### config.mk
export PLATFORM = sky130hd
export DESIGN_NAME = alu_control_mc
export DESIGN_NICKNAME = d
export VERILOG_FILES = /design/src/rtl/alu_control_mc.sv
export SDC_FILE = /design/constraint.sdc
export NUM_CORES = 1
export LEC_CHECK = 0
export CAP_MARGIN = 25
export CORE_MARGIN = 1
export CORE_UTILIZATION = 52
export CTS_CLUSTER_SIZE = 30
export DETAILED_ROUTE_END_ITERATION = 10
export PLACE_DENSITY = 0.89
export SLEW_MARGIN = 25
export SYNTH_ARGS = -nofsm -noshare
export SYNTH_HDL_FRONTEND = slang
export SYNTH_SLANG_ARGS = --single-unit
### constraint.sdc
create_clock -name clk -period 4.09 [get_ports clk]
set_input_delay 1.227 -clock clk [delete_from_list [all_inputs] [get_ports clk]]
set_output_delay 1.227 -clock clk [all_outputs]
set_load 0.05 [all_outputs]
### src/rtl/alu_control_mc.sv
// Registered, handshaked ALU control decoder. It decodes ALUOp/func into an ALU control code
// and sequences multi-cycle MULT/DIV operations by holding issue stalled for a fixed latency.
module alu_control_mc #(
    parameter int unsigned ALUOP_W     = 2,
    parameter int unsigned FUNC_W      = 6,
    parameter int unsigned CTRL_W      = 4,
    parameter int unsigned MULT_CYCLES = 4,
    parameter int unsigned DIV_CYCLES  = 16
) (
    input  logic               clk,
    input  logic               rst_n,
    input  logic               in_valid,
    output logic               in_ready,
    input  logic [ALUOP_W-1:0] alu_op,
    input  logic [FUNC_W-1:0]  func,
    input  logic               flush,
    output logic               out_valid,
    input  logic               out_ready,
    output logic [CTRL_W-1:0]  alu_cntrl,
    output logic               illegal,
    output logic               md_start,
    output logic               stall
);

    localparam int unsigned MaxCycles = (MULT_CYCLES > DIV_CYCLES) ? MULT_CYCLES : DIV_CYCLES;
    localparam int unsigned CntW      = (MaxCycles > 1) ? $clog2(MaxCycles) : 1;
    localparam logic [CntW-1:0] MultLoad = CntW'(MULT_CYCLES - 1);
    localparam logic [CntW-1:0] DivLoad  = CntW'(DIV_CYCLES - 1);

    typedef enum logic [1:0] {StIdle, StHold, StMdWait} state_e;

    state_e          state_q;
    logic [CntW-1:0] cnt_q;
    logic [3:0]      dec_code;
    logic            dec_illegal;
    logic            func_hi_zero;
    logic            accept;
    logic            is_mult;
    logic            is_div;

    assign func_hi_zero = ((func >> 6) == '0);

    always_comb begin
        dec_code    = 4'd12;
        dec_illegal = 1'b1;
        if (alu_op == ALUOP_W'(0)) begin
            dec_code    = 4'd2;
            dec_illegal = 1'b0;
        end else if (alu_op == ALUOP_W'(1)) begin
            dec_code    = 4'd6;
            dec_illegal = 1'b0;
        end else if (alu_op == ALUOP_W'(3)) begin
            dec_code    = 4'd1;
            dec_illegal = 1'b0;
        end else if (alu_op == ALUOP_W'(2) && func_hi_zero) begin
            dec_illegal = 1'b0;
            case (func[5:0])
                6'b100100: dec_code = 4'd0;
                6'b100101: dec_code = 4'd1;
                6'b100000,
                6'b100001: dec_code = 4'd2;
                6'b100111: dec_code = 4'd3;
                6'b100110: dec_code = 4'd4;
                6'b000010: dec_code = 4'd5;
                6'b100010,
                6'b100011: dec_code = 4'd6;
                6'b101010: dec_code = 4'd7;
                6'b101011: dec_code = 4'd8;
                6'b011000: dec_code = 4'd9;
                6'b011001: dec_code = 4'd10;
                6'b000000: dec_code = 4'd11;
                6'b011011: dec_code = 4'd13;
                6'b011010: dec_code = 4'd14;
                6'b000011: dec_code = 4'd15;
                default: begin
                    dec_code    = 4'd12;
                    dec_illegal = 1'b1;
                end
            endcase
        end
    end

    assign is_mult = (dec_code == 4'd9) || (dec_code == 4'd10);
    assign is_div  = (dec_code == 4'd13) || (dec_code == 4'd14);

    // Flush blocks acceptance so an op offered alongside it is never half-taken.
    assign in_ready = !flush && ((state_q == StIdle) || ((state_q == StHold) && out_ready));
    assign stall    = !in_ready;
    assign accept   = in_valid && in_ready;

    always_ff @(posedge clk or negedge rst_n) begin
        if (!rst_n) begin
            state_q   <= StIdle;
            cnt_q     <= '0;
            alu_cntrl <= '0;
            illegal   <= 1'b0;
            out_valid <= 1'b0;
            md_start  <= 1'b0;
        end else if (flush) begin
            state_q   <= StIdle;
            cnt_q     <= '0;
            out_valid <= 1'b0;
            md_start  <= 1'b0;
        end else begin
            md_start <= 1'b0;
            case (state_q)
                StIdle, StHold: begin
                    if (accept) begin
                        alu_cntrl <= CTRL_W'(dec_code);
                        illegal   <= dec_illegal;
                        if (is_mult || is_div) begin
                            cnt_q     <= is_mult ? MultLoad : DivLoad;
                            state_q   <= StMdWait;
                            out_valid <= 1'b0;
                            md_start  <= 1'b1;
                        end else begin
                            state_q   <= StHold;
                            out_valid <= 1'b1;
                        end
                    end else if (state_q == StHold && out_ready) begin
                        state_q   <= StIdle;
                        out_valid <= 1'b0;
                    end
                end
                StMdWait: begin
                    if (cnt_q == '0) begin
                        state_q   <= StHold;
                        out_valid <= 1'b1;
                    end else begin
                        cnt_q <= cnt_q - 1'b1;
                    end
                end
                default: begin
                    state_q   <= StIdle;
                    out_valid <= 1'b0;
                end
            endcase
        end
    end

endmodule

==> flow_metrics.py <==
metrics = {
    "yosys": {
        "yosysSeqAreaShare_pct": 32.52,
        "ys_types": 40,
        "net_count_after_synthesis": 128,
        "share_of_cell_area_taken_by_muxes_after_synthesis_pct": 0,
        "synth_simple_gate_area_share_pct": 30.08,
        "post_synth_design_cell_area_um2": 923.4,
        "count_of_yosys_warnings_during_synthesis": 0,
        "share_of_the_synthesized_area_in_compound_gates_ao_oa_aoi_oai_pct": 23.71,
        "combinational_family_with_the_most_area_after_synthesis": "simple AND/OR/NAND/NOR gates",
        "synthCells": 113,
        "yosys.area_share.adder_pct": 2.710,
        "post_synthesis_sequential_element_count": 12,
        "synth_xor_area_share_pct": 2.846,
        "mean_area_per_synthesized_cell_um2": 8.172,
    },
    "placed_design": {
        "detailedPlace.worstSlack_ns": 0.5584,
        "port_buffers": 21,
        "routabilityCongestion": 0.8988,
        "dp_hpwl_mm": 1.616,
    },
    "outcome": {
        "violations": "DRC",
        "run_status": "finished with violations",
    },
    "setup_path": {
        "worst-endpoint-arrival_ns": 2.32,
        "worst-path-stages": 5,
        "timing.critical_path.max_delay_family": "buffers and inverters",
        "critical_path.startpoint": "flush",
        "worst-endpoint-required_ns": 2.86,
        "max_stage_delay_ns": 0.52,
        "crit_fanout": 6,
        "worstSetupEndpoint": "in_ready",
        "timing.rr.end": "cnt_q[3]$_DFFE_PN0P_",
        "crit_buf_inv": 3,
        "cp-end-kind": "primary output",
        "crit_path_cell_trace": "clkdlybuf4s50_1 -> nor2_1 -> nand2_1 -> inv_1 -> buf_12",
        "timing.setup.critical_path_class": "in -> out",
        "ff2ff_path_depth": 5,
        "setup.worst_path.start_class": "primary input",
        "reg2reg_setup_slack_ns": 2.32,
        "critical_path.slowest_cell": "sky130_fd_sc_hd__clkdlybuf4s50_1",
        "timing.rr.start": "state_q[1]$_DFFE_PN0P_",
    },
    "final_layout": {
        "diodes": 0,
        "final_layout_size_suffix_gt1_share_pct": 9.023,
        "final.fill_count": 109,
        "area_growth_syn_to_fin_pct": 27.78,
        "final_nets": 149,
        "multi_input_comb_area_um2": 548.0,
        "register_area_um2": 300.3,
    },
    "floorplanning": {
        "ios": 22,
        "core_area_mm2": 0.001577,
        "dieWidth_um": 44.14,
        "floorplan.initialDensity_pct": 58.57,
        "die_area_mm2": 0.001948,
        "die_y_um": 44.14,
        "row_count": 14,
    },
    "clocking": {
        "cts_repair_resize_count": 0,
        "h_tree_depth_reported_by_cts": 1,
        "cts-root-to-sink-buffers": 2,
        "cts_tree": "built",
        "clock_tree.root_cell": "sky130_fd_sc_hd__clkbuf_4",
        "cts.hold.buffers_added": 0,
        "clock_buffer_count_from_cts": 3,
        "cts_setup_buffers": 0,
        "clkSlewWorstSetupHoldPaths_ns": 0.08,
        "clk-insertion-delay-late_ns": 0.28,
        "cts_num_sinks": 12,
    },
    "grt": {
        "via_count_of_the_first_global_routing_pass": 838,
        "grt_first_pass_wirelength_mm": 3.650,
        "gr_ovfl_total": 0,
        "grt.total_usage_pct": 24.85,
        "grt_max_degree": 15,
        "grt_antenna_before_repair": 0,
    },
    "timing": {
        "max_freq_ghz": 0.2818,
        "ratio_of_final_minimum_period_to_clock_period_pct": 86.77,
        "slew_headroom_pct": 61.55,
        "layout_setup_ws_ns": 0.5412,
        "worst_pin_slew_ns": 0.5749,
        "unrepaired_setup_endpoints_after_global_routing": "no",
        "number_of_pins_exceeding_their_max_slew_limit_in_the_final_report": 0,
        "finalWorstPathRequiredPeriod_ns": 3.549,
        "fin_skew_ns": 0.0007324,
        "timing.final.setup_violations": 0,
        "hold_viol": 0,
        "timing.setup.tns_ns": 0,
    },
    "min_path": {
        "holdCritPathClass": "reg -> reg",
    },
    "pwr": {
        "total_power_divided_by_cell_area_mw_per_mm2": 291.9,
        "vdd_ir_drop_max_mv": 0.1762,
        "power_leakage_uw": 0.0004882,
    },
    "detailed_routing": {
        "drt_first_iter_violations": 33,
        "total_number_of_vias": 901,
        "post-route-drc-count": 2,
        "wl_mm": 2.146,
        "drt_pre_antenna_iters": 7,
        "route.antenna.remaining_nets": 0,
        "route.detailed.wl_per_inst_um": 14.40,
        "detail_route.vias_per_cell": 6.047,
    },
    "flow_run": {
        "max_cap_viol_count": 0,
    },
}
## layer usage
metal  GRT usage (%)  up-vias  part of all wire, %
met3           1.224        4                  5.5
met1           33.16      409                   46
li1                -      449                    -
met4           10.91        0                  1.6
met2           41.76       39                   47
met5               0        -                    0
## worst register-to-register path, cell delays in order (launching register included)
cell and delay (ns):
sky130_fd_sc_hd__dfrtp_1 0.43, sky130_fd_sc_hd__nor2_1 0.15, sky130_fd_sc_hd__and3_1 0.31, sky130_fd_sc_hd__and4_1 0.28
sky130_fd_sc_hd__a21oi_2 0.12, sky130_fd_sc_hd__a2111oi_2 0.37
## through the flow
step                      cells  utilization [%]  hold slack [ns]  cell area [um^2]  power, uW
after CTS                   149            74.84           0.4814              1180      344.4
final                       149            74.84           0.4815              1180      344.5
after detailed placement    145            72.54           0.4632              1144      248.1
after global placement      145            72.54           0.4528              1144      245.4
after floorplan             113                -           0.4979             923.4      202.9
after global routing        149            74.84           0.5250              1180      357.3
## where the power goes
group	internal (uW)	leakage (uW)	switching, uW	total, uW
Sequential	127	0.000160	4.43	131
Clock	54.2	0.0000210	43.9	98.0
Combinational	44.3	0.000307	71.0	115
Total	225	0.000488	119	344
## worst min-delay path by stage
stage	slack (ns)	from	to	depth (start not counted)
final	0.48	alu_cntrl[2]$_DFFE_PN0P_	alu_cntrl[2]$_DFFE_PN0P_	2
after global routing	0.53	alu_cntrl[3]$_DFFE_PN0P_	alu_cntrl[3]$_DFFE_PN0P_	2
after CTS	0.48	alu_cntrl[0]$_DFFE_PN0P_	alu_cntrl[0]$_DFFE_PN0P_	2
after detailed placement	0.46	alu_cntrl[0]$_DFFE_PN0P_	alu_cntrl[0]$_DFFE_PN0P_	2
after global placement	0.45	alu_cntrl[0]$_DFFE_PN0P_	alu_cntrl[0]$_DFFE_PN0P_	2
after floorplan	0.50	state_q[1]$_DFFE_PN0P_	state_q[0]$_DFFE_PN0P_	1
## logic make-up after synthesis
kind of cell	after synthesis
AOI/OAI and AO/OA	28
xor gates and xnor gates	3
adders and majority gates	2
buffers and inverters	17
DFF	12
and+or+nand+nor	51
## flip-flops by register name (all words and copies together), names as in the netlist
name	cells
alu_cntrl	4
cnt_q	4
state_q	2
illegal	1
md_start	1
## synthesized netlist by cell type
library cell	n	area [um^2]
sky130_fd_sc_hd__nand3b_1	1	7.510
sky130_fd_sc_hd__nor3_2	1	10.01
sky130_fd_sc_hd__a21o_1	1	7.510
sky130_fd_sc_hd__nand3_1	4	20.02
sky130_fd_sc_hd__xor2_1	2	17.52
sky130_fd_sc_hd__nand2_1	12	45.04
sky130_fd_sc_hd__and3_1	3	18.77
sky130_fd_sc_hd__o311a_1	1	10.01
sky130_fd_sc_hd__o21ai_0	5	25.02
sky130_fd_sc_hd__a22oi_1	1	7.510
sky130_fd_sc_hd__o311a_2	1	11.26
sky130_fd_sc_hd__a21oi_2	1	8.760
sky130_fd_sc_hd__a211o_1	1	8.760
sky130_fd_sc_hd__and4_1	1	8.760
sky130_fd_sc_hd__inv_1	12	45.04
sky130_fd_sc_hd__a211oi_1	3	22.52
sky130_fd_sc_hd__nor3_1	7	35.03
sky130_fd_sc_hd__a21oi_1	4	20.02
sky130_fd_sc_hd__a2111oi_1	1	10.01
sky130_fd_sc_hd__nor2b_1	6	37.54
sky130_fd_sc_hd__dfrtp_1	12	300.3
sky130_fd_sc_hd__o21bai_1	1	7.510
sky130_fd_sc_hd__nor3b_1	2	15.01
sky130_fd_sc_hd__a311oi_1	1	8.760
sky130_fd_sc_hd__and2_1	1	6.260
sky130_fd_sc_hd__xnor2_1	1	8.760
sky130_fd_sc_hd__nand2b_1	4	25.02
sky130_fd_sc_hd__o2111ai_1	1	8.760
sky130_fd_sc_hd__buf_2	3	15.01
sky130_fd_sc_hd__nand4_1	1	6.260
sky130_fd_sc_hd__and4b_4	1	13.76
sky130_fd_sc_hd__ha_1	2	25.02
sky130_fd_sc_hd__o211ai_1	2	15.01
sky130_fd_sc_hd__o311ai_0	1	8.760
sky130_fd_sc_hd__nor2_1	6	22.52
sky130_fd_sc_hd__nor4_1	1	6.260
sky130_fd_sc_hd__buf_4	2	15.01
sky130_fd_sc_hd__a221oi_2	1	15.01
sky130_fd_sc_hd__a2111oi_0	1	8.760
sky130_fd_sc_hd__a2111oi_2	1	15.01
## placed cells by master, fill, tap and decap left out, drive strengths merged, types with 5 or more instances in the layout
cell type / count
clkdlybuf4s50: 19
inv: 12
nand2: 12
dfrtp: 12
nor3: 8
nor2: 6
nor2b: 6
o21ai: 5
a21oi: 5
## layout make-up
class	instances	share of cell area (%)
well taps	16	1.697
flip-flops and latches	12	25.45
repair buffers	21	19.51
clock buffers	4	3.075
multi-input cells	84	46.45
inverters	12	3.818
Note: power is estimated with default switching activity, not from simulation.
